[config.mk]
export PLATFORM = sky130hd
export DESIGN_NAME = sram_port_arbiter_flat
export DESIGN_NICKNAME = d
export VERILOG_FILES = /design/src/rtl/sram_port_arbiter_if.sv /design/src/rtl/sram_port_arbiter.sv /design/src/flat_wrapper.sv
export SDC_FILE = /design/constraint.sdc
export NUM_CORES = 1
export LEC_CHECK = 0
export BUFFER_PORTS_ARGS = -buffer_cell sky130_fd_sc_hd__buf_2
export CORE_AREA = 4 4 114 116
export DETAILED_ROUTE_END_ITERATION = 8
export DIE_AREA = 0 0 118 120
export GPL_TIMING_DRIVEN = 0
export PLACE_DENSITY = 0.72
export SLEW_MARGIN = 20
export SYNTH_ARGS = -nofsm -noshare
export SYNTH_HDL_FRONTEND = slang
export SYNTH_SLANG_ARGS = --single-unit
[constraint.sdc]
create_clock -name i_clk -period 1.5 [get_ports i_clk]
set_input_delay 0.225 -clock i_clk [delete_from_list [all_inputs] [get_ports i_clk]]
set_output_delay 0.225 -clock i_clk [all_outputs]
set_load 0.03 [all_outputs]
[src/rtl/sram_port_arbiter_if.sv]
// Bus bundle between the two cache miss paths, the arbiter and the SRAM controller.
// slave = arbiter side, master = environment (caches + controller) side.
interface sram_port_arbiter_if #(
    parameter int unsigned AW = 32
) ();
    logic [AW-1:0] i_m0_addr;
    logic [31:0]   i_m0_wdata;
    logic          i_m0_rd;
    logic          i_m0_wr;
    logic [31:0]   o_m0_rdata;
    logic          o_m0_ack;

    logic [AW-1:0] i_m1_addr;
    logic [31:0]   i_m1_wdata;
    logic          i_m1_rd;
    logic          i_m1_wr;
    logic [31:0]   o_m1_rdata;
    logic          o_m1_ack;

    logic [AW-1:0] o_mem_addr;
    logic [31:0]   o_mem_wdata;
    logic          o_mem_rd;
    logic          o_mem_wr;
    logic [31:0]   i_mem_rdata;
    logic          i_mem_ack;

    modport slave (
        input  i_m0_addr, i_m0_wdata, i_m0_rd, i_m0_wr,
        output o_m0_rdata, o_m0_ack,
        input  i_m1_addr, i_m1_wdata, i_m1_rd, i_m1_wr,
        output o_m1_rdata, o_m1_ack,
        output o_mem_addr, o_mem_wdata, o_mem_rd, o_mem_wr,
        input  i_mem_rdata, i_mem_ack
    );

    modport master (
        output i_m0_addr, i_m0_wdata, i_m0_rd, i_m0_wr,
        input  o_m0_rdata, o_m0_ack,
        output i_m1_addr, i_m1_wdata, i_m1_rd, i_m1_wr,
        input  o_m1_rdata, o_m1_ack,
        input  o_mem_addr, o_mem_wdata, o_mem_rd, o_mem_wr,
        output i_mem_rdata, i_mem_ack
    );
endinterface

[src/rtl/sram_port_arbiter.sv]
// Two-master (I-cache / D-cache) arbiter for the single SRAM controller port,
// with registered command, round-robin or fixed priority, and a hang watchdog.
module sram_port_arbiter #(
    parameter int unsigned PRIORITY    = 0,
    parameter int unsigned TIMEOUT_CYC = 1024,
    parameter int unsigned AW          = 32
) (
    input  logic                i_clk,
    input  logic                i_rst,
    sram_port_arbiter_if.slave  bus,
    output logic                o_busy,
    output logic                o_err
);
    localparam int unsigned    CW       = $clog2(TIMEOUT_CYC);
    localparam logic [CW-1:0]  CNT_LAST = CW'(TIMEOUT_CYC - 1);

    typedef enum logic [1:0] {ST_IDLE, ST_BUSY, ST_RELEASE} state_t;

    state_t        state;
    logic [CW-1:0] cnt;
    logic          grant;
    logic          last_grant;
    logic [AW-1:0] mem_addr;
    logic [31:0]   mem_wdata;
    logic          mem_rd;
    logic          mem_wr;

    logic req0, req1, win, timeout, done;

    always_comb begin
        req0 = bus.i_m0_rd | bus.i_m0_wr;
        req1 = bus.i_m1_rd | bus.i_m1_wr;
        if (PRIORITY != 0)
            win = req1;
        else if (req0 && req1)
            win = ~last_grant;
        else
            win = req1;
        timeout = (state == ST_BUSY) && (cnt == CNT_LAST);
        // Completion is suppressed during reset so an aborted transaction never acks.
        done    = i_rst && (state == ST_BUSY) && (bus.i_mem_ack || timeout);
    end

    assign bus.o_m0_ack    = done && !grant;
    assign bus.o_m1_ack    = done && grant;
    assign bus.o_m0_rdata  = (done && !grant && bus.i_mem_ack) ? bus.i_mem_rdata : '0;
    assign bus.o_m1_rdata  = (done && grant && bus.i_mem_ack) ? bus.i_mem_rdata : '0;
    assign bus.o_mem_addr  = mem_addr;
    assign bus.o_mem_wdata = mem_wdata;
    assign bus.o_mem_rd    = mem_rd;
    assign bus.o_mem_wr    = mem_wr;

    always_ff @(posedge i_clk) begin
        if (!i_rst) begin
            state      <= ST_IDLE;
            cnt        <= '0;
            grant      <= 1'b0;
            last_grant <= 1'b1;
            mem_addr   <= '0;
            mem_wdata  <= '0;
            mem_rd     <= 1'b0;
            mem_wr     <= 1'b0;
            o_busy     <= 1'b0;
            o_err      <= 1'b0;
        end else begin
            case (state)
                ST_IDLE: begin
                    if (req0 || req1) begin
                        grant      <= win;
                        last_grant <= win;
                        mem_addr   <= win ? bus.i_m1_addr  : bus.i_m0_addr;
                        mem_wdata  <= win ? bus.i_m1_wdata : bus.i_m0_wdata;
                        // A simultaneous rd+wr from one master is forwarded as a write.
                        mem_wr     <= win ? bus.i_m1_wr : bus.i_m0_wr;
                        mem_rd     <= win ? (bus.i_m1_rd & ~bus.i_m1_wr)
                                          : (bus.i_m0_rd & ~bus.i_m0_wr);
                        cnt        <= '0;
                        o_busy     <= 1'b1;
                        state      <= ST_BUSY;
                    end
                end
                ST_BUSY: begin
                    cnt <= cnt + CW'(1);
                    if (bus.i_mem_ack || timeout) begin
                        mem_rd <= 1'b0;
                        mem_wr <= 1'b0;
                        state  <= ST_RELEASE;
                        if (!bus.i_mem_ack)
                            o_err <= 1'b1;
                    end
                end
                ST_RELEASE: begin
                    cnt    <= '0;
                    o_busy <= 1'b0;
                    state  <= ST_IDLE;
                end
                default: begin
                    o_busy <= 1'b0;
                    state  <= ST_IDLE;
                end
            endcase
        end
    end
endmodule

[src/flat_wrapper.sv]
// flat-port wrapper written by rule: the top's interface ports become plain ports
module sram_port_arbiter_flat 
#(
    parameter int unsigned PRIORITY    = 0,
    parameter int unsigned TIMEOUT_CYC = 1024,
    parameter int unsigned AW          = 32
)
  (i_clk, i_rst, o_busy, o_err, bus_i_m0_addr, bus_i_m0_wdata, bus_i_m0_rd, bus_i_m0_wr, bus_o_m0_rdata, bus_o_m0_ack, bus_i_m1_addr, bus_i_m1_wdata, bus_i_m1_rd, bus_i_m1_wr, bus_o_m1_rdata, bus_o_m1_ack, bus_o_mem_addr, bus_o_mem_wdata, bus_o_mem_rd, bus_o_mem_wr, bus_i_mem_rdata, bus_i_mem_ack);
  sram_port_arbiter_if #(.AW(AW)) bus_i ();
  input  logic i_clk;
  input  logic i_rst;
  output logic o_busy;
  output logic o_err;
  input wire logic [$bits(bus_i.i_m0_addr)-1:0] bus_i_m0_addr;
  input wire logic [$bits(bus_i.i_m0_wdata)-1:0] bus_i_m0_wdata;
  input wire logic [$bits(bus_i.i_m0_rd)-1:0] bus_i_m0_rd;
  input wire logic [$bits(bus_i.i_m0_wr)-1:0] bus_i_m0_wr;
  output wire logic [$bits(bus_i.o_m0_rdata)-1:0] bus_o_m0_rdata;
  output wire logic [$bits(bus_i.o_m0_ack)-1:0] bus_o_m0_ack;
  input wire logic [$bits(bus_i.i_m1_addr)-1:0] bus_i_m1_addr;
  input wire logic [$bits(bus_i.i_m1_wdata)-1:0] bus_i_m1_wdata;
  input wire logic [$bits(bus_i.i_m1_rd)-1:0] bus_i_m1_rd;
  input wire logic [$bits(bus_i.i_m1_wr)-1:0] bus_i_m1_wr;
  output wire logic [$bits(bus_i.o_m1_rdata)-1:0] bus_o_m1_rdata;
  output wire logic [$bits(bus_i.o_m1_ack)-1:0] bus_o_m1_ack;
  output wire logic [$bits(bus_i.o_mem_addr)-1:0] bus_o_mem_addr;
  output wire logic [$bits(bus_i.o_mem_wdata)-1:0] bus_o_mem_wdata;
  output wire logic [$bits(bus_i.o_mem_rd)-1:0] bus_o_mem_rd;
  output wire logic [$bits(bus_i.o_mem_wr)-1:0] bus_o_mem_wr;
  input wire logic [$bits(bus_i.i_mem_rdata)-1:0] bus_i_mem_rdata;
  input wire logic [$bits(bus_i.i_mem_ack)-1:0] bus_i_mem_ack;
  assign bus_i.i_m0_addr = bus_i_m0_addr;
  assign bus_i.i_m0_wdata = bus_i_m0_wdata;
  assign bus_i.i_m0_rd = bus_i_m0_rd;
  assign bus_i.i_m0_wr = bus_i_m0_wr;
  assign bus_o_m0_rdata = bus_i.o_m0_rdata;
  assign bus_o_m0_ack = bus_i.o_m0_ack;
  assign bus_i.i_m1_addr = bus_i_m1_addr;
  assign bus_i.i_m1_wdata = bus_i_m1_wdata;
  assign bus_i.i_m1_rd = bus_i_m1_rd;
  assign bus_i.i_m1_wr = bus_i_m1_wr;
  assign bus_o_m1_rdata = bus_i.o_m1_rdata;
  assign bus_o_m1_ack = bus_i.o_m1_ack;
  assign bus_o_mem_addr = bus_i.o_mem_addr;
  assign bus_o_mem_wdata = bus_i.o_mem_wdata;
  assign bus_o_mem_rd = bus_i.o_mem_rd;
  assign bus_o_mem_wr = bus_i.o_mem_wr;
  assign bus_i.i_mem_rdata = bus_i_mem_rdata;
  assign bus_i.i_mem_ack = bus_i_mem_ack;
  sram_port_arbiter #(.PRIORITY(PRIORITY), .TIMEOUT_CYC(TIMEOUT_CYC), .AW(AW)) u_core (.i_clk(i_clk), .i_rst(i_rst), .bus(bus_i), .o_busy(o_busy), .o_err(o_err));
endmodule
==> impl_metrics.py, run 1 <==
metrics = {
    "final_layout": {
        "drive_gt1_frac": 0.5718,
        "fin_cells": 948,
        "final_cell_mix": "245 x buf_2, 79 x buf_6, 77 x a21oi_1",
        "n_fill_cell": 1085,
        "final_common_cell": "buf_2",
        "design_area_um2": 7013,
        "diodes": 0,
        "areaGrowthSynthToFinish_pct": 70.83,
        "nets": 965,
    },
    "sta": {
        "min_period_ps": 1863,
        "rsz0062_at_grt": "true",
        "setup_ws_ps": -363.2,
        "fmax_ghz": 0.5367,
        "hold_violations": 0,
        "drv_slew": 0,
        "slew_headroom": 0.6420,
        "skew_ps": 3.183,
        "whs_ps": 191.2,
        "finalSetupViolCount": 114,
        "fin_crit_sh": 1.242,
        "worst_pin_slew_ps": 537.0,
    },
    "clock_tree": {
        "cts_hold_buf": 0,
        "clkLatencyLatePin_ps": 320,
        "clock-sinks": 82,
        "clockBufferDepth": 2,
        "path_clk_slew_ps": 60,
        "cts_tree": "built",
        "cts-root-buf": "clkbuf_16",
        "cts_buffers": 9,
        "htreeDepth": 3,
    },
    "pwr": {
        "p_leak_nw": 3.590,
        "p_total_mw": 6.962,
        "cellPowerDensity_nw_per_um2": 992.7,
        "max-vdd-ir-drop_mv": 0.5994,
    },
    "worst_setup_path": {
        "critPathLaunchType": "flip-flop",
        "worst_setup_path_end_kind": "output pin",
        "cp_top_family": "simple AND/OR/NAND/NOR gates",
        "critPathKind": "reg2out",
        "cp_common_cell": "buf_6",
        "crit_slowest_cell": "dfxtp_4",
        "path_max_fanout": 8,
        "crit_path_start": "u_core.state[0]",
        "r2r_start": "u_core.cnt[4]",
        "required_ps": 1270,
        "cp_cell_sequence": "nor2b_4 -> buf_6 -> nand3_4 -> nor2_4 -> buf_12 -> buf_8 -> and2_4 -> buf_6",
        "max_stage_delay_ps": 340,
        "critPathArrivalTime_ps": 1640,
        "cp_num_buf_inv": 4,
    },
    "global_routing": {
        "grt_start_max_net_pins": 13,
        "grt_usage": 0.2101,
        "grt_pass1_vias": 4812,
        "grt_overflow": 0,
        "antenna_found_initial": 0,
        "grt_pass1_wl_mm": 24.15,
    },
    "drt": {
        "drt-vias-per-instance": 4.916,
        "vias": 4660,
        "wl_per_cell_um": 16.46,
        "drc": 0,
        "drt_pass1_iterations": 4,
        "first_iter_violations": 130,
        "routed_wirelength_mm": 15.61,
        "final_antenna_net_count": 0,
    },
    "yosys": {
        "syn_area_um2": 4105,
        "synth_nets": 638,
        "synth_top_family_by_area": "compound AO/OA/AOI/OAI gates",
        "yosys.area_share.simple": 0.1670,
        "ys_seq_area_frac": 0.3999,
        "yosysUniqueCellTypes": 47,
        "synth-xor-area-share": 0,
        "synth_seq_cells": 82,
        "syn_avg_cell_area_um2": 8.734,
        "synth_warnings": 0,
        "netlist_instances": 470,
        "synth_fa_ha_area_frac": 0.003048,
        "synth_compound_area_frac": 0.2210,
        "muxShareOfSynthArea": 0.1560,
    },
    "placed_design": {
        "placed_area_um2": 5971,
        "pre_cts_ws_ps": -791.6,
        "place_hpwl_mm": 11.83,
        "dpl.cell_count": 916,
        "gp_congestion": 0.8904,
        "io_buffers": 299,
    },
    "die": {
        "io_pins": 301,
        "rows": 40,
        "die_h_um": 120,
        "core_um2": 11910,
        "start_util": 0.3446,
        "die_w_um": 118,
        "die_area_um2": 14160,
    },
    "run": {
        "cap_violations": 0,
    },
    "run_status": {
        "violations": "negative setup slack",
        "status": "finished with violations",
    },
    "min_path": {
        "hp-class": "in2reg",
        "worstHoldStart": "bus_i_m1_wdata[22]",
    },
}
stage by stage:
stage / TNS, ps / util
floorplan: -977.1 / -
global placement: -46240 / 0.5013
detailed placement: -45990 / 0.5013
CTS: -27240 / 0.5814
global route: -35360 / 0.5888
finish: -24590 / 0.5888
logic make-up (layout without fill, tap and decap cells):
group	count (synthesis)	in the layout
mux	64	64
fa+ha+maj	1	1
compound gates	165	165
simple gates	114	114
flops	82	82
buf+inv	44	375
area by class of cell:
cell class	count	area, um2	area share
Clock buffer	12	236.5	0.03372
Inverter	2	7.507	0.001070
Timing Repair Buffer	318	2103	0.2999
Sequential cell	82	1659	0.2366
Buffer	40	270.3	0.03854
Multi-Input combinational cell	344	2487	0.3547
Tap cell	147	183.9	0.02623
Clock inverter	3	65.06	0.009277
final timing paths:
kind | end | slack, ps | cells after the start
max | bus_o_m1_rdata[9] | -360 | 8
min | u_core.bus.o_mem_wdata[22] | 190 | 3
max reg2reg | u_core.bus.o_mem_wr | -110 | 8
min reg2reg | u_core.cnt[7] | 450 | 1
state kept, by name (all words and copies together) (netlist names):
name and cells:
u_core.bus.o_mem_wdata 32, u_core.cnt 10, u_core.o_busy 1, u_core.last_grant 1
u_core.bus.o_mem_wr 1, u_core.state 2, u_core.grant 1, u_core.o_err 1
u_core.bus.o_mem_rd 1, u_core.bus.o_mem_addr 32
Yosys cell counts (all sizes together):
library cell,n,area share
a211oi,4,0.0085
a21bo,1,0.0024
a21oi,78,0.095
a221oi,1,0.0037
a31oi,3,0.0046
a41oi,2,0.0061
and2,65,0.099
and3,2,0.0030
and4,2,0.0043
and4b,1,0.0024
buf,29,0.039
clkbuf,13,0.012
dfxtp,82,0.40
ha,1,0.0030
inv,2,0.0018
mux2i,64,0.16
nand2,7,0.0070
nand2b,2,0.0030
nand3,6,0.0073
nand3b,1,0.0018
nand4,1,0.0015
nor2,15,0.015
nor2b,1,0.0015
nor3,5,0.0073
nor3b,2,0.0049
nor4,1,0.0030
o2111ai,1,0.0021
o211ai,1,0.0018
o21a,1,0.0018
o21ai,69,0.085
o21bai,1,0.0018
o2bb2ai,1,0.0021
o31ai,1,0.0018
o32ai,1,0.0040
or2,1,0.0015
or3,1,0.0015
or4,1,0.0027
worst register-to-register path: cells and delay by family, from the launching register on:
kind / cells / cell delay [ps]
compound gates: 3 / 530
buf+inv: 4 / 460
flops: 1 / 330
simple gates: 1 / 200
layer usage:
layer | wire length (um) | share of wire | global-route usage | up-vias
li1 | - | - | - | 2326
met1 | 5822 | 0.37 | 0.2203 | 2099
met2 | 8220 | 0.53 | 0.3992 | 212
met3 | 1134 | 0.073 | 0.05372 | 23
met4 | 431 | 0.028 | 0.08352 | 0
met5 | 0 | 0 | 0 | -
power by group:
group / internal (mW) / switching (mW) / total [mW]
sequential: 2.42 / 0.128 / 2.55
clock: 1.45 / 0.807 / 2.26
combinational: 0.827 / 1.33 / 2.16
repair_timing:
action,4_1_cts,5_1_grt
pin swaps,32,11
buffers inserted,11,6
endpoints found under the setup margin,108,135
endpoints found under the hold margin,0,0
cloned,3,0
resized for setup,185,16
(Power assumes the default switching activity.)
==> run 2, diff against run 1 <==
Settings changed: PLACE_DENSITY 0.72 to 0.7.
Clock period 1.5 ns to 2.4 ns, I/O delays scaled along.
==> run 2 against run 1 <==
The flow now finishes without violations. Sequential cell count stayed put. First-iteration DRC count rose by 0.77%. Worst hold slack better by 120 ps. Clock power fell by 40%. Combinational power is 43% lower. Power down 40%. Critical path depth decreased by 1. Cell area decreased by 12%. Largest power group unchanged.
==> impl_metrics.py, run 2 (synthesis results as in run 1) <==
metrics = {
    "sta": {
        "whs_ps": 312.2,
        "fin_crit_sh": 0.9437,
        "worst_pin_slew_ps": 592.1,
        "finalSetupViolCount": 0,
        "skew_ps": 4.055,
        "drv_slew": 0,
        "min_period_ps": 2265,
        "hold_violations": 0,
        "slew_headroom": 0.6053,
        "rsz0062_at_grt": "true",
        "fmax_ghz": 0.4415,
    },
    "pwr": {
        "switchingPower_mw": 1.437,
        "cellPowerDensity_nw_per_um2": 682.9,
        "p_seq_frac": 0.381,
        "p_total_mw": 4.201,
        "p_leak_nw": 3.321,
        "max-vdd-ir-drop_mv": 0.3477,
        "swShare": 0.3421,
        "p_comb_frac": 0.296,
        "p_int_mw": 2.764,
        "p_clk_frac": 0.323,
    },
    "final_layout": {
        "final_common_cell": "buf_2",
        "drive_gt1_frac": 0.4644,
        "final_cell_mix": "313 x buf_2, 81 x dfxtp_1, 78 x a21oi_1",
        "areaGrowthSynthToFinish_pct": 49.83,
        "nets": 949,
        "design_area_um2": 6151,
        "n_fill_cell": 1185,
        "diodes": 0,
    },
    "global_routing": {
        "grt_start_max_net_pins": 15,
        "grt_pass1_wl_mm": 22.49,
        "use_met3": 0.06173,
        "met2_usage": 0.3751,
        "grt_usage": 0.1971,
        "grt_overflow": 0,
        "antenna_found_initial": 0,
        "busiest_layer": "met2",
        "grt_pass1_vias": 4431,
        "grt_use_met1": 0.2047,
    },
    "worst_setup_path": {
        "critPathKind": "reg2out",
        "worst_setup_path_end_kind": "output pin",
        "critPathLaunchType": "flip-flop",
        "critPathArrivalTime_ps": 1900,
        "required_ps": 2040,
        "path_max_fanout": 10,
    },
    "clock_tree": {
        "cts_buffers": 9,
        "clock-sinks": 82,
        "cts_tree": "built",
        "clkLatencyLatePin_ps": 330,
        "htreeDepth": 3,
        "cts_hold_buf": 0,
        "path_clk_slew_ps": 60,
        "clockBufferDepth": 2,
        "cts-root-buf": "clkbuf_16",
    },
    "die": {
        "die_area_um2": 14160,
        "rows": 40,
        "core_um2": 11910,
        "io_pins": 301,
        "die_w_um": 118,
        "die_h_um": 120,
        "start_util": 0.3446,
    },
    "min_path": {
        "hp-class": "in2reg",
    },
    "drt": {
        "drt-vias-per-instance": 4.868,
        "first_iter_violations": 131,
        "routed_wirelength_mm": 14.78,
        "wl_per_cell_um": 15.84,
        "final_antenna_net_count": 0,
        "drc": 0,
        "drt_pass1_iterations": 4,
        "vias": 4542,
    },
    "placed_design": {
        "placed_area_um2": 5786,
        "gp_congestion": 0.7953,
        "place_hpwl_mm": 12.06,
        "io_buffers": 299,
    },
    "run": {
        "cap_violations": 0,
    },
    "run_status": {
        "status": "finished, final reports clean",
    },
}
[run 2: what timing repair did]
action / CTS / global route
pin swaps: 1 / 2
gates resized for setup: 7 / 16
setup endpoints to repair: 63 / 61
endpoints found under the hold margin: 0 / 0
buffers inserted: 1 / 1
[run 2: through the flow]
stage | util | setup WS (ps) | setup TNS, ps | cells
6_report | 0.5164 | 135.1 | 0 | 933
3_3_place_gp | 0.4857 | 37.99 | 0 | 916
4_1_cts | 0.5127 | 0.1075 | 0 | 932
2_1_floorplan | - | 221.7 | 0 | 470
3_5_place_dp | 0.4857 | 19.24 | 0 | 916
5_1_grt | 0.5164 | -9.016 | -37.05 | 933
[run 2: cell type report]
cell class / instances / area [um2] / area share
Multi-Input combinational cell: 344 / 2278 / 0.3704
Sequential cell: 82 / 1643 / 0.2671
Timing Repair Buffer: 301 / 1524 / 0.2478
Clock buffer: 9 / 225.2 / 0.03662
Buffer: 41 / 220.2 / 0.03580
Tap cell: 147 / 183.9 / 0.02990
Clock inverter: 7 / 68.82 / 0.01119
Inverter: 2 / 7.507 / 0.001221
[run 2: layer usage]
layer  wire [um]  part of all wire
met1        5564              0.38
met2        7742              0.52
met3        1272             0.086
met4         198             0.013
met5           0                 0
[run 2: power by group through the flow]
stage                     Clock (mW)  Sequential, mW  Combinational [mW]
final                           1.36            1.60                1.24
after global routing            1.44            1.62                1.34
after CTS                       1.39            1.60                1.25
after detailed placement           0            1.62                1.25
after global placement             0            1.62                1.24
after floorplan                    0            1.90               0.514
[run 2: worst paths after layout]
path | from | endpoint | slack, ps | depth (start not counted)
worst max-delay path | u_core.state[0] | bus_o_m0_rdata[22] | 140 | 7
worst min-delay path | bus_i_m1_addr[16] | u_core.bus.o_mem_addr[16] | 310 | 3
worst max register to register | u_core.cnt[0] | u_core.bus.o_mem_wr | 740 | 5
worst min register to register | u_core.cnt[7] | u_core.cnt[7] | 470 | 1
[run 2: worst max-delay path, cell delays in order, from the launching register on]
cell and delay, ps:
dfxtp_2 370, nor2b_1 140, buf_4 170, nand3_2 140, nor2_4 200, buf_2 200
and2_1 150, buf_2 190
==> run 3, diff against run 2 <==
Settings changed: PLACE_DENSITY 0.7 to 0.71.
==> run 3 against run 2 <==
Sequential power hardly changed. Power is 2.6% higher. Core utilization is 0.094 points higher. Worst hold slack better by 6.9 ps. Die area stayed put. Sequential share of layout area hardly changed. Clock-buffer cell count is 1 higher. Critical path type unchanged. Largest cell class unchanged.
==> impl_metrics.py, run 3 (synthesis results as in run 1) <==
metrics = {
    "worst_setup_path": {
        "crit_path_start": "u_core.state[0]",
        "r2r_slack_ps": 760,
        "regToRegEndpoint": "u_core.bus.o_mem_wr",
        "cp_top_family": "simple AND/OR/NAND/NOR gates",
        "crit_slowest_cell": "dfxtp_2",
        "worst_setup_path_end_kind": "output pin",
        "critPathKind": "reg2out",
        "timing.reg2reg.worst_path_depth": 5,
        "critPathLaunchType": "flip-flop",
        "cp_common_cell": "buf_2",
        "cp_num_buf_inv": 3,
        "r2r_start": "u_core.cnt[0]",
        "max_stage_delay_ps": 370,
        "cp_cell_sequence": "nor2b_1 -> clkbuf_4 -> nand3_2 -> nor2_4 -> buf_2 -> and2_1 -> buf_2",
        "critPathArrivalTime_ps": 1940,
        "required_ps": 2040,
        "path_max_fanout": 10,
    },
    "sta": {
        "slew_headroom": 0.5864,
        "min_period_ps": 2298,
        "worst_pin_slew_ps": 620.4,
        "skew_ps": 12.44,
        "fin_tns_setup_ps": 0,
        "setup_ws_ps": 102.2,
        "hold_violations": 0,
        "drv_slew": 0,
        "fmax_ghz": 0.4352,
        "fin_crit_sh": 0.9574,
        "finalSetupViolCount": 0,
    },
    "min_path": {
        "hold_path_end": "u_core.bus.o_mem_wdata[30]",
        "hp-class": "in2reg",
        "holdPathStages": 3,
        "worstHoldStart": "bus_i_m0_wdata[30]",
    },
    "global_routing": {
        "antenna_found_initial": 1,
        "grt_start_max_net_pins": 15,
        "grt_usage": 0.2003,
        "grt_pass1_wl_mm": 22.66,
        "grt_pass1_vias": 4444,
        "grt_overflow": 0,
    },
    "die": {
        "io_pins": 301,
        "rows": 40,
        "die_area_um2": 14160,
        "core_um2": 11910,
        "start_util": 0.3446,
        "die_w_um": 118,
        "die_h_um": 120,
    },
    "clock_tree": {
        "htreeDepth": 3,
        "clockBufferDepth": 2,
        "cts_hold_buf": 0,
        "cts_tree": "built",
        "path_clk_slew_ps": 70,
        "cts_buffers": 9,
        "clock-sinks": 82,
        "clkLatencyLatePin_ps": 330,
        "cts-root-buf": "clkbuf_16",
    },
    "drt": {
        "drt_pass1_iterations": 4,
        "first_iter_violations": 136,
        "wl_per_cell_um": 16.10,
        "drc": 0,
        "drt-vias-per-instance": 4.881,
        "routed_wirelength_mm": 15.04,
        "final_antenna_net_count": 0,
        "vias": 4559,
    },
    "run": {
        "cap_violations": 0,
    },
    "pwr": {
        "p_leak_nw": 3.330,
        "p_total_mw": 4.311,
        "max-vdd-ir-drop_mv": 0.3382,
        "p_int_mw": 2.873,
        "p_clk_frac": 0.339,
        "switchingPower_mw": 1.438,
        "swShare": 0.3336,
        "p_comb_frac": 0.289,
        "p_seq_frac": 0.372,
        "cellPowerDensity_nw_per_um2": 699.6,
    },
    "placed_design": {
        "io_buffers": 299,
        "place_hpwl_mm": 12.33,
        "gp_congestion": 0.7883,
        "pre_cts_ws_ps": 50.34,
        "placed_area_um2": 5786,
        "dpl.cell_count": 916,
    },
    "final_layout": {
        "multi_input_area_um2": 2278,
        "final_cell_mix": "319 x buf_2, 81 x dfxtp_1, 78 x a21oi_1",
        "nets": 949,
        "fin_cells": 934,
        "final_common_cell": "buf_2",
        "n_fill_cell": 1193,
        "drive_gt1_frac": 0.4631,
        "seq_area_um2": 1643,
        "design_area_um2": 6162,
        "areaGrowthSynthToFinish_pct": 50.11,
    },
    "run_status": {
        "status": "finished, final reports clean",
    },
}
-- run 3: changes by cell type in the layout (fill, tap and decap cells not counted), sizes merged --
cell / delta
buf: -1
clkinv: -2
bufinv: +1
diode: +1
clkbuf: +2
-- run 3: final cells by class --
cell class                      instances  area share
Sequential cell                        82      0.2666
Buffer                                 41     0.03533
Multi-Input combinational cell        344      0.3697
Inverter                                2    0.001218
Clock buffer                           10     0.03716
Tap cell                              147     0.02985
Timing Repair Buffer                  301      0.2453
Antenna cell                            1   0.0004061
Clock inverter                          6     0.01442
-- run 3: how the worst max path moves through the flow --
stage / to / slack [ps] / depth (start not counted)
2_1_floorplan: bus_o_m0_ack / 220 / 5
3_3_place_gp: bus_o_m0_ack / 90 / 5
3_5_place_dp: bus_o_m0_ack / 50 / 5
4_1_cts: bus_o_m1_rdata[5] / 6 / 7
5_1_grt: bus_o_m0_rdata[26] / -30 / 7
6_report: bus_o_m1_rdata[28] / 100 / 7
-- run 3: through the flow --
step	hold slack, ps	utilization
2_1_floorplan	433.2	-
3_3_place_gp	459.1	0.4857
3_5_place_dp	456.9	0.4857
4_1_cts	310.4	0.5140
5_1_grt	326.0	0.5173
6_report	319.1	0.5173
-- run 3: power by group through the flow --
stage | combinational [mW] | sequential (mW) | clock, mW
floorplan | 0.514 | 1.90 | 0
global placement | 1.24 | 1.62 | 0
detailed placement | 1.25 | 1.63 | 0
CTS | 1.26 | 1.60 | 1.49
global route | 1.34 | 1.62 | 1.55
finish | 1.25 | 1.60 | 1.46
-- run 3: repair_timing --
item                       CTS  global route
resized for setup            3            10
gates cloned                 0             0
setup endpoints to repair   51            63
setup buffers                1             1
pin swaps                    1             1
-- run 3: metal layers --
layer  part of all wire  track usage
met1               0.37       0.2086
met2               0.52       0.3802
met3              0.083      0.05514
met4              0.026      0.07839
met5                  0            0
-- run 3: worst reg2reg max path, cell delays in order, from the launching register on --
cell and delay (ps):
dfxtp_1 350, ha_1 240, and3_2 280, a41oi_4 330, o21ai_0 160, a211oi_2 210
